$ cat config.mk
export PLATFORM = sky130hd
export DESIGN_NAME = mult_share_scheduler
export DESIGN_NICKNAME = d
export VERILOG_FILES = /design/src/rtl/mult_share_scheduler.sv
export SDC_FILE = /design/constraint.sdc
export NUM_CORES = 1
export LEC_CHECK = 0
export ABC_AREA = 0
export CAP_MARGIN = 20
export CORE_MARGIN = 5
export CORE_UTILIZATION = 40
export CTS_CLUSTER_SIZE = 20
export DETAILED_ROUTE_END_ITERATION = 8
export PLACE_DENSITY = 0.68
export SLEW_MARGIN = 10
export SYNTH_ARGS = -nofsm -noshare
export SYNTH_HDL_FRONTEND = slang
export SYNTH_SLANG_ARGS = --single-unit
$ cat constraint.sdc
create_clock -name clk -period 16.6 [get_ports clk]
set_clock_uncertainty 0.15 [all_clocks]
set_input_delay 4.98 -clock clk [delete_from_list [all_inputs] [get_ports clk]]
set_output_delay 4.98 -clock clk [all_outputs]
set_load 0.02 [all_outputs]
$ cat src/rtl/mult_share_scheduler.sv
// mult_share_scheduler: round-robin sharing of one pipelined multiplier
// with operand isolation and an idle-driven sleep/wake sequencer.
module mult_share_scheduler #(
   parameter int WIDTH       = 16,
   parameter int NREQ        = 4,
   parameter int LAT         = 2,
   parameter int IDLE_CYCLES = 8,
   localparam int IDW = (NREQ > 1) ? $clog2(NREQ) : 1
) (
   input  logic                  clk,
   input  logic                  rst,
   input  logic [NREQ-1:0]       req_valid,
   output logic [NREQ-1:0]       req_ready,
   input  logic [NREQ*WIDTH-1:0] req_a,
   input  logic [NREQ*WIDTH-1:0] req_b,
   output logic                  rsp_valid,
   output logic [IDW-1:0]        rsp_id,
   output logic [2*WIDTH-1:0]    rsp_product,
   output logic                  mult_clk_en,
   output logic                  busy
);

   localparam int PW = 2 * WIDTH;
   localparam int CW = (IDLE_CYCLES > 1) ? $clog2(IDLE_CYCLES) : 1;
   localparam int CLAST = (IDLE_CYCLES > 0) ? IDLE_CYCLES - 1 : 0;
   localparam bit SLEEP_EN = (IDLE_CYCLES > 0);
   localparam logic [IDW:0] NREQ_W = (IDW + 1)'(NREQ);
   localparam logic [IDW-1:0] IDX_LAST = IDW'(NREQ - 1);

   typedef enum logic [1:0] {
      S_SLEEP  = 2'd0,
      S_WAKE   = 2'd1,
      S_ACTIVE = 2'd2
   } state_t;

   state_t state;
   state_t state_nxt;

   logic            arb_en;
   logic [IDW-1:0]  rr_ptr;
   logic [IDW:0]    cand;
   logic [NREQ-1:0] gnt;
   logic [IDW-1:0]  gnt_idx;
   logic            gnt_any;
   logic            hs;

   logic [CW-1:0]   idle_cnt;
   logic            idle;
   logic            idle_last;

   logic [WIDTH-1:0] op_a;
   logic [WIDTH-1:0] op_b;
   logic [IDW-1:0]   op_id;
   logic [LAT-1:0]   vld;
   logic [PW-1:0]    mul;

   // first valid requester at or above the pointer, wrapping
   always_comb begin
      gnt     = '0;
      gnt_idx = '0;
      gnt_any = 1'b0;
      cand    = '0;
      for (int k = 0; k < NREQ; k++) begin
         cand = {1'b0, rr_ptr} + (IDW + 1)'(k);
         if (cand >= NREQ_W) cand = cand - NREQ_W;
         if (!gnt_any && req_valid[cand[IDW-1:0]]) begin
            gnt_any = 1'b1;
            gnt_idx = cand[IDW-1:0];
         end
      end
      if (gnt_any) gnt = NREQ'(1) << gnt_idx;
   end

   assign req_ready = arb_en ? gnt : '0;
   assign hs        = arb_en & gnt_any;

   // pointer moves past the winner only on an accepted operation
   always_ff @(posedge clk) begin
      if (rst) begin
         rr_ptr <= '0;
      end else if (hs) begin
         if (gnt_idx == IDX_LAST) rr_ptr <= '0;
         else rr_ptr <= gnt_idx + IDW'(1);
      end
   end

   assign idle      = ~|req_valid & ~|vld;
   assign idle_last = idle & (idle_cnt == CW'(CLAST));

   // count consecutive idle ACTIVE cycles toward sleep
   always_ff @(posedge clk) begin
      if (rst) begin
         idle_cnt <= '0;
      end else if (state != S_ACTIVE || !idle
                   || !SLEEP_EN || idle_last) begin
         idle_cnt <= '0;
      end else begin
         idle_cnt <= idle_cnt + CW'(1);
      end
   end

   // state register
   always_ff @(posedge clk) begin
      if (rst) state <= S_SLEEP;
      else state <= state_nxt;
   end

   // next state: a pipeline op keeps idle low, so ACTIVE holds
   always_comb begin
      state_nxt = state;
      unique case (state)
         S_SLEEP:  if (|req_valid) state_nxt = S_WAKE;
         S_WAKE:   state_nxt = S_ACTIVE;
         S_ACTIVE: if (SLEEP_EN && idle_last) state_nxt = S_SLEEP;
         default:  state_nxt = S_SLEEP;
      endcase
   end

   // state outputs: clock enable and arbitration enable
   always_comb begin
      mult_clk_en = 1'b0;
      arb_en      = 1'b0;
      unique case (1'b1)
         (state == S_WAKE): begin
            mult_clk_en = 1'b1;
         end
         (state == S_ACTIVE): begin
            mult_clk_en = 1'b1;
            arb_en      = 1'b1;
         end
         default: ;
      endcase
   end

   // isolated operand stage: loads only on a handshake
   always_ff @(posedge clk) begin
      if (rst) begin
         op_a  <= '0;
         op_b  <= '0;
         op_id <= '0;
      end else if (hs) begin
         op_a  <= req_a[int'(gnt_idx) * WIDTH +: WIDTH];
         op_b  <= req_b[int'(gnt_idx) * WIDTH +: WIDTH];
         op_id <= gnt_idx;
      end
   end

   // stage valid chain; the last bit is the response strobe
   always_ff @(posedge clk) begin
      if (rst) begin
         vld <= '0;
      end else begin
         vld[0] <= hs;
         for (int k = 1; k < LAT; k++) vld[k] <= vld[k-1];
      end
   end

   assign mul = PW'(op_a) * PW'(op_b);

   if (LAT == 1) begin : g_lat1
      assign rsp_product = mul;
      assign rsp_id      = op_id;
   end else begin : g_pipe
      logic [PW-1:0]  pd  [LAT-1];
      logic [IDW-1:0] pid [LAT-1];

      // product stages advance only behind a valid upstream stage
      always_ff @(posedge clk) begin
         if (rst) begin
            for (int j = 0; j < LAT - 1; j++) begin
               pd[j]  <= '0;
               pid[j] <= '0;
            end
         end else begin
            if (vld[0]) begin
               pd[0]  <= mul;
               pid[0] <= op_id;
            end
            for (int j = 1; j < LAT - 1; j++) begin
               if (vld[j]) begin
                  pd[j]  <= pd[j-1];
                  pid[j] <= pid[j-1];
               end
            end
         end
      end

      assign rsp_product = pd[LAT-2];
      assign rsp_id      = pid[LAT-2];
   end

   assign rsp_valid = vld[LAT-1];
   assign busy      = (state == S_WAKE) | (|vld);

endmodule
==> key figures <==
Run status
  – Outcome: finished clean

STA
  – Measured slew at the worst slew-check pin: 1080 ps
  – Hold slack: 273 ps
  – Fin crit period: 13250 ps
  – FMAX: 75.5 MHz
  – Worst rel slew slack: 28.0%
  – Final Setup Violations: 0
  – Pins Over Slew Limit: 0
  – Final Hold Fails: 0
  – TNS Setup: 0 ps
  – Final Cycle Share: 79.8%
  – RSZ-0062 raised after global routing: false

Worst setup path
  – Crit Path Category: input pin to output port
  – Worst setup EP type: output port
  – Critical path arrival: 8120 ps
  – Worst Setup Start Kind: input pin
  – FF-to-FF path depth: 19
  – Required time worst endpoint: 11470 ps
  – Peak fanout along the critical path: 78

Pwr
  – Peak supply drop: 0.0441 mV
  – Sequential power share: 38.5%
  – Switch Pwr: 0.000217 W
  – Pleak: 6.89 nW
  – PD cells: 43.9 nW/um2
  – Sw Ratio: 33.6%
  – Comb power frac: 26.7%
  – Internal power: 0.000430 W
  – Total Power Consumption: 0.000647 W
  – Clock share of power: 34.8%

GRT
  – Largest net degree at the start of global routing: 79
  – Total GRT Usage: 18.6%
  – Number of global-route vias before repair: 10600
  – Gr ovfl total: 0
  – Initial antenna violation count: 1
  – First-pass GRT wire length: 53500 um

Place
  – RD Place Congestion: 0.887
  – HPWL Detailed: 25800 um
  – Port-buffer cells: 174
  – Placed instance area: 14400 um2

Final layout
  – Ant diodes: 0
  – Final Instance Area: 14700 um2
  – Synth-to-Final Area Change: 18.2%
  – Most frequent cells in the layout: 240 x inv_1, 196 x nand2_1, 194 x fa_1
  – Final Net Count: 1952
  – Commonest non-fill, non-tap cell in the layout: inv_1
  – Share of cells above drive strength 1: 2.11%

Floorplanning
  – Initial Utilization: 40.6%
  – I/O Pins: 175
  – DIE AREA: 34800 um2
  – Die Wd: 186 um
  – Chip Height: 186 um
  – Total core area: 30700 um2
  – Site row count: 64

Clock tree
  – Worst skew pair latency: 350 ps
  – CTS Sinks: 77
  – Clock transition at path regs: 70 ps
  – Num CTS Buffers: 9
  – H-tree depth: 3
  – TritonCTS clock tree: built
  – # hold bufs at CTS: 0
  – Setup Fix Bufs, Post-CTS: 0
  – Maximum root-to-sink buffer count: 2
  – Number of gates resized after cts: 0
  – Root buffer cell: clkbuf_16

Logic synthesis
  – Ys Warns: 0
  – Synth Register Bits: 77
  – Number of synthesized flops with an enable pin: 34
  – Synthesized Nets: 1831
  – Count of cell types in the netlist: 50
  – Asr flop ratio synth: 0%
  – Predominant post-synthesis flop cell: dfxtp_1
  – Syn Inst Count: 1389
  – Synth Cell Area: 12500 um2
  – Avg Synthesized Cell Area: 8.96 um2
  – Sequential fraction of the synthesis area: 15.1%

Routing
  – Initial DRC count: 571
  – Final WL: 32400 um
  – DRC viols: 0
  – Total number of vias: 10000
  – Post-DRT Antenna Nets: 0
  – Drt via density: 5.24
  – First-pass iteration count of the detailed router: 5
  – Routed len/inst: 16.9 um

Flow run
  – MaxCap Viol Count: 0

Worst hold path
  – Hold Path Class: flip-flop to flip-flop
  – Hold path depth: 1
==> final cells by class <==
type / instances / area [um2]
well taps: 396 / 495
clock buffers: 10 / 229
flip-flops and latches: 77 / 1880
repair buffers: 179 / 1780
clock inverters: 6 / 92.6
fillers: 2874 / 16000
inverters: 242 / 911
multi-input cells: 1001 / 9330
==> Yosys cell counts, types with 13 or more instances <==
| library cell | n | area share, % |
|---|---|---|
| a211oi_1 | 18 | 1.1 |
| a21o_1 | 13 | 0.78 |
| a21oi_1 | 48 | 1.9 |
| a2bb2oi_1 | 20 | 1.4 |
| a311o_1 | 13 | 1.0 |
| and2_1 | 134 | 6.7 |
| clkbuf_1 | 55 | 1.7 |
| dfxtp_1 | 43 | 6.9 |
| edfxtp_1 | 34 | 8.2 |
| fa_1 | 194 | 31 |
| ha_1 | 114 | 11 |
| inv_1 | 240 | 7.2 |
| mux2i_1 | 45 | 3.6 |
| nand2_1 | 196 | 5.9 |
| nor2_1 | 49 | 1.5 |
| nor2b_1 | 15 | 0.75 |
| nor3_1 | 15 | 0.60 |
| o21ai_0 | 36 | 1.4 |
==> path summary, 6_finish.rpt <==
kind                                             start                             end  slack, ps
worst min register to register  idle_cnt[0]$_SDFF_PP0_          idle_cnt[0]$_SDFF_PP0_        270
worst max-delay path                      req_valid[3]                    req_ready[3]       3350
worst max register to register    op_b[8]$_SDFFE_PP0P_  g_pipe.pd[0][28]$_SDFFCE_PN0P_       9700
worst min-delay path            idle_cnt[0]$_SDFF_PP0_          idle_cnt[0]$_SDFF_PP0_        270
==> critical path, stage by stage <==
cell             delay, ps
clkdlybuf4s50_1        540
inv_1                   80
a22o_1                 220
a211oi_4               330
nand2_4                180
inv_4                  730
ha_1                   290
and3_1                 150
clkdlybuf4s50_1        620
==> flip-flops by register name, summed over array words and instances, names as in the netlist <==
register	flops
idle_cnt	3
op_a	16
rr_ptr	2
g_pipe.pd	32
vld	2
op_b	16
state	2
op_id	2
g_pipe.pid	2
==> kinds of logic after synthesis <==
family                   after synthesis  synth area share [%]
AND/OR/NAND/NOR                      452                  17.7
buffers and inverters                311                  9.97
adder cells (fa/ha/maj)              308                  42.6
AO/OA/AOI/OAI                        177                  9.66
flip-flops                            77                  15.1
multiplexers                          45                  3.62
XOR/XNOR                              19                  1.34
==> per-stage QoR <==
stage | worst slack, ps | std cells | utilization [%]
final | 3350 | 1911 | 48.0
after global routing | 3140 | 1911 | 48.0
after CTS | 3350 | 1911 | 48.0
after detailed placement | 3350 | 1895 | 46.9
after global placement | 3440 | 1895 | 46.9
after floorplan | 4890 | 1389 | -
==> routing by layer <==
metal,GRT usage [%],wire (um)
met5,0,0
met4,5.51,833
met3,3.77,2190
met2,32.2,16200
met1,23.5,13100
==> power groups by stage <==
stage                     sequential (W)  clock [W]  combinational, W
after global routing            0.000251   0.000237          0.000190
after floorplan                 0.000230          0          0.000117
final                           0.000249   0.000225          0.000172
after detailed placement        0.000252          0          0.000174
after global placement          0.000251          0          0.000171
after CTS                       0.000248   0.000229          0.000175
Note: power is estimated with default switching activity, not from simulation.
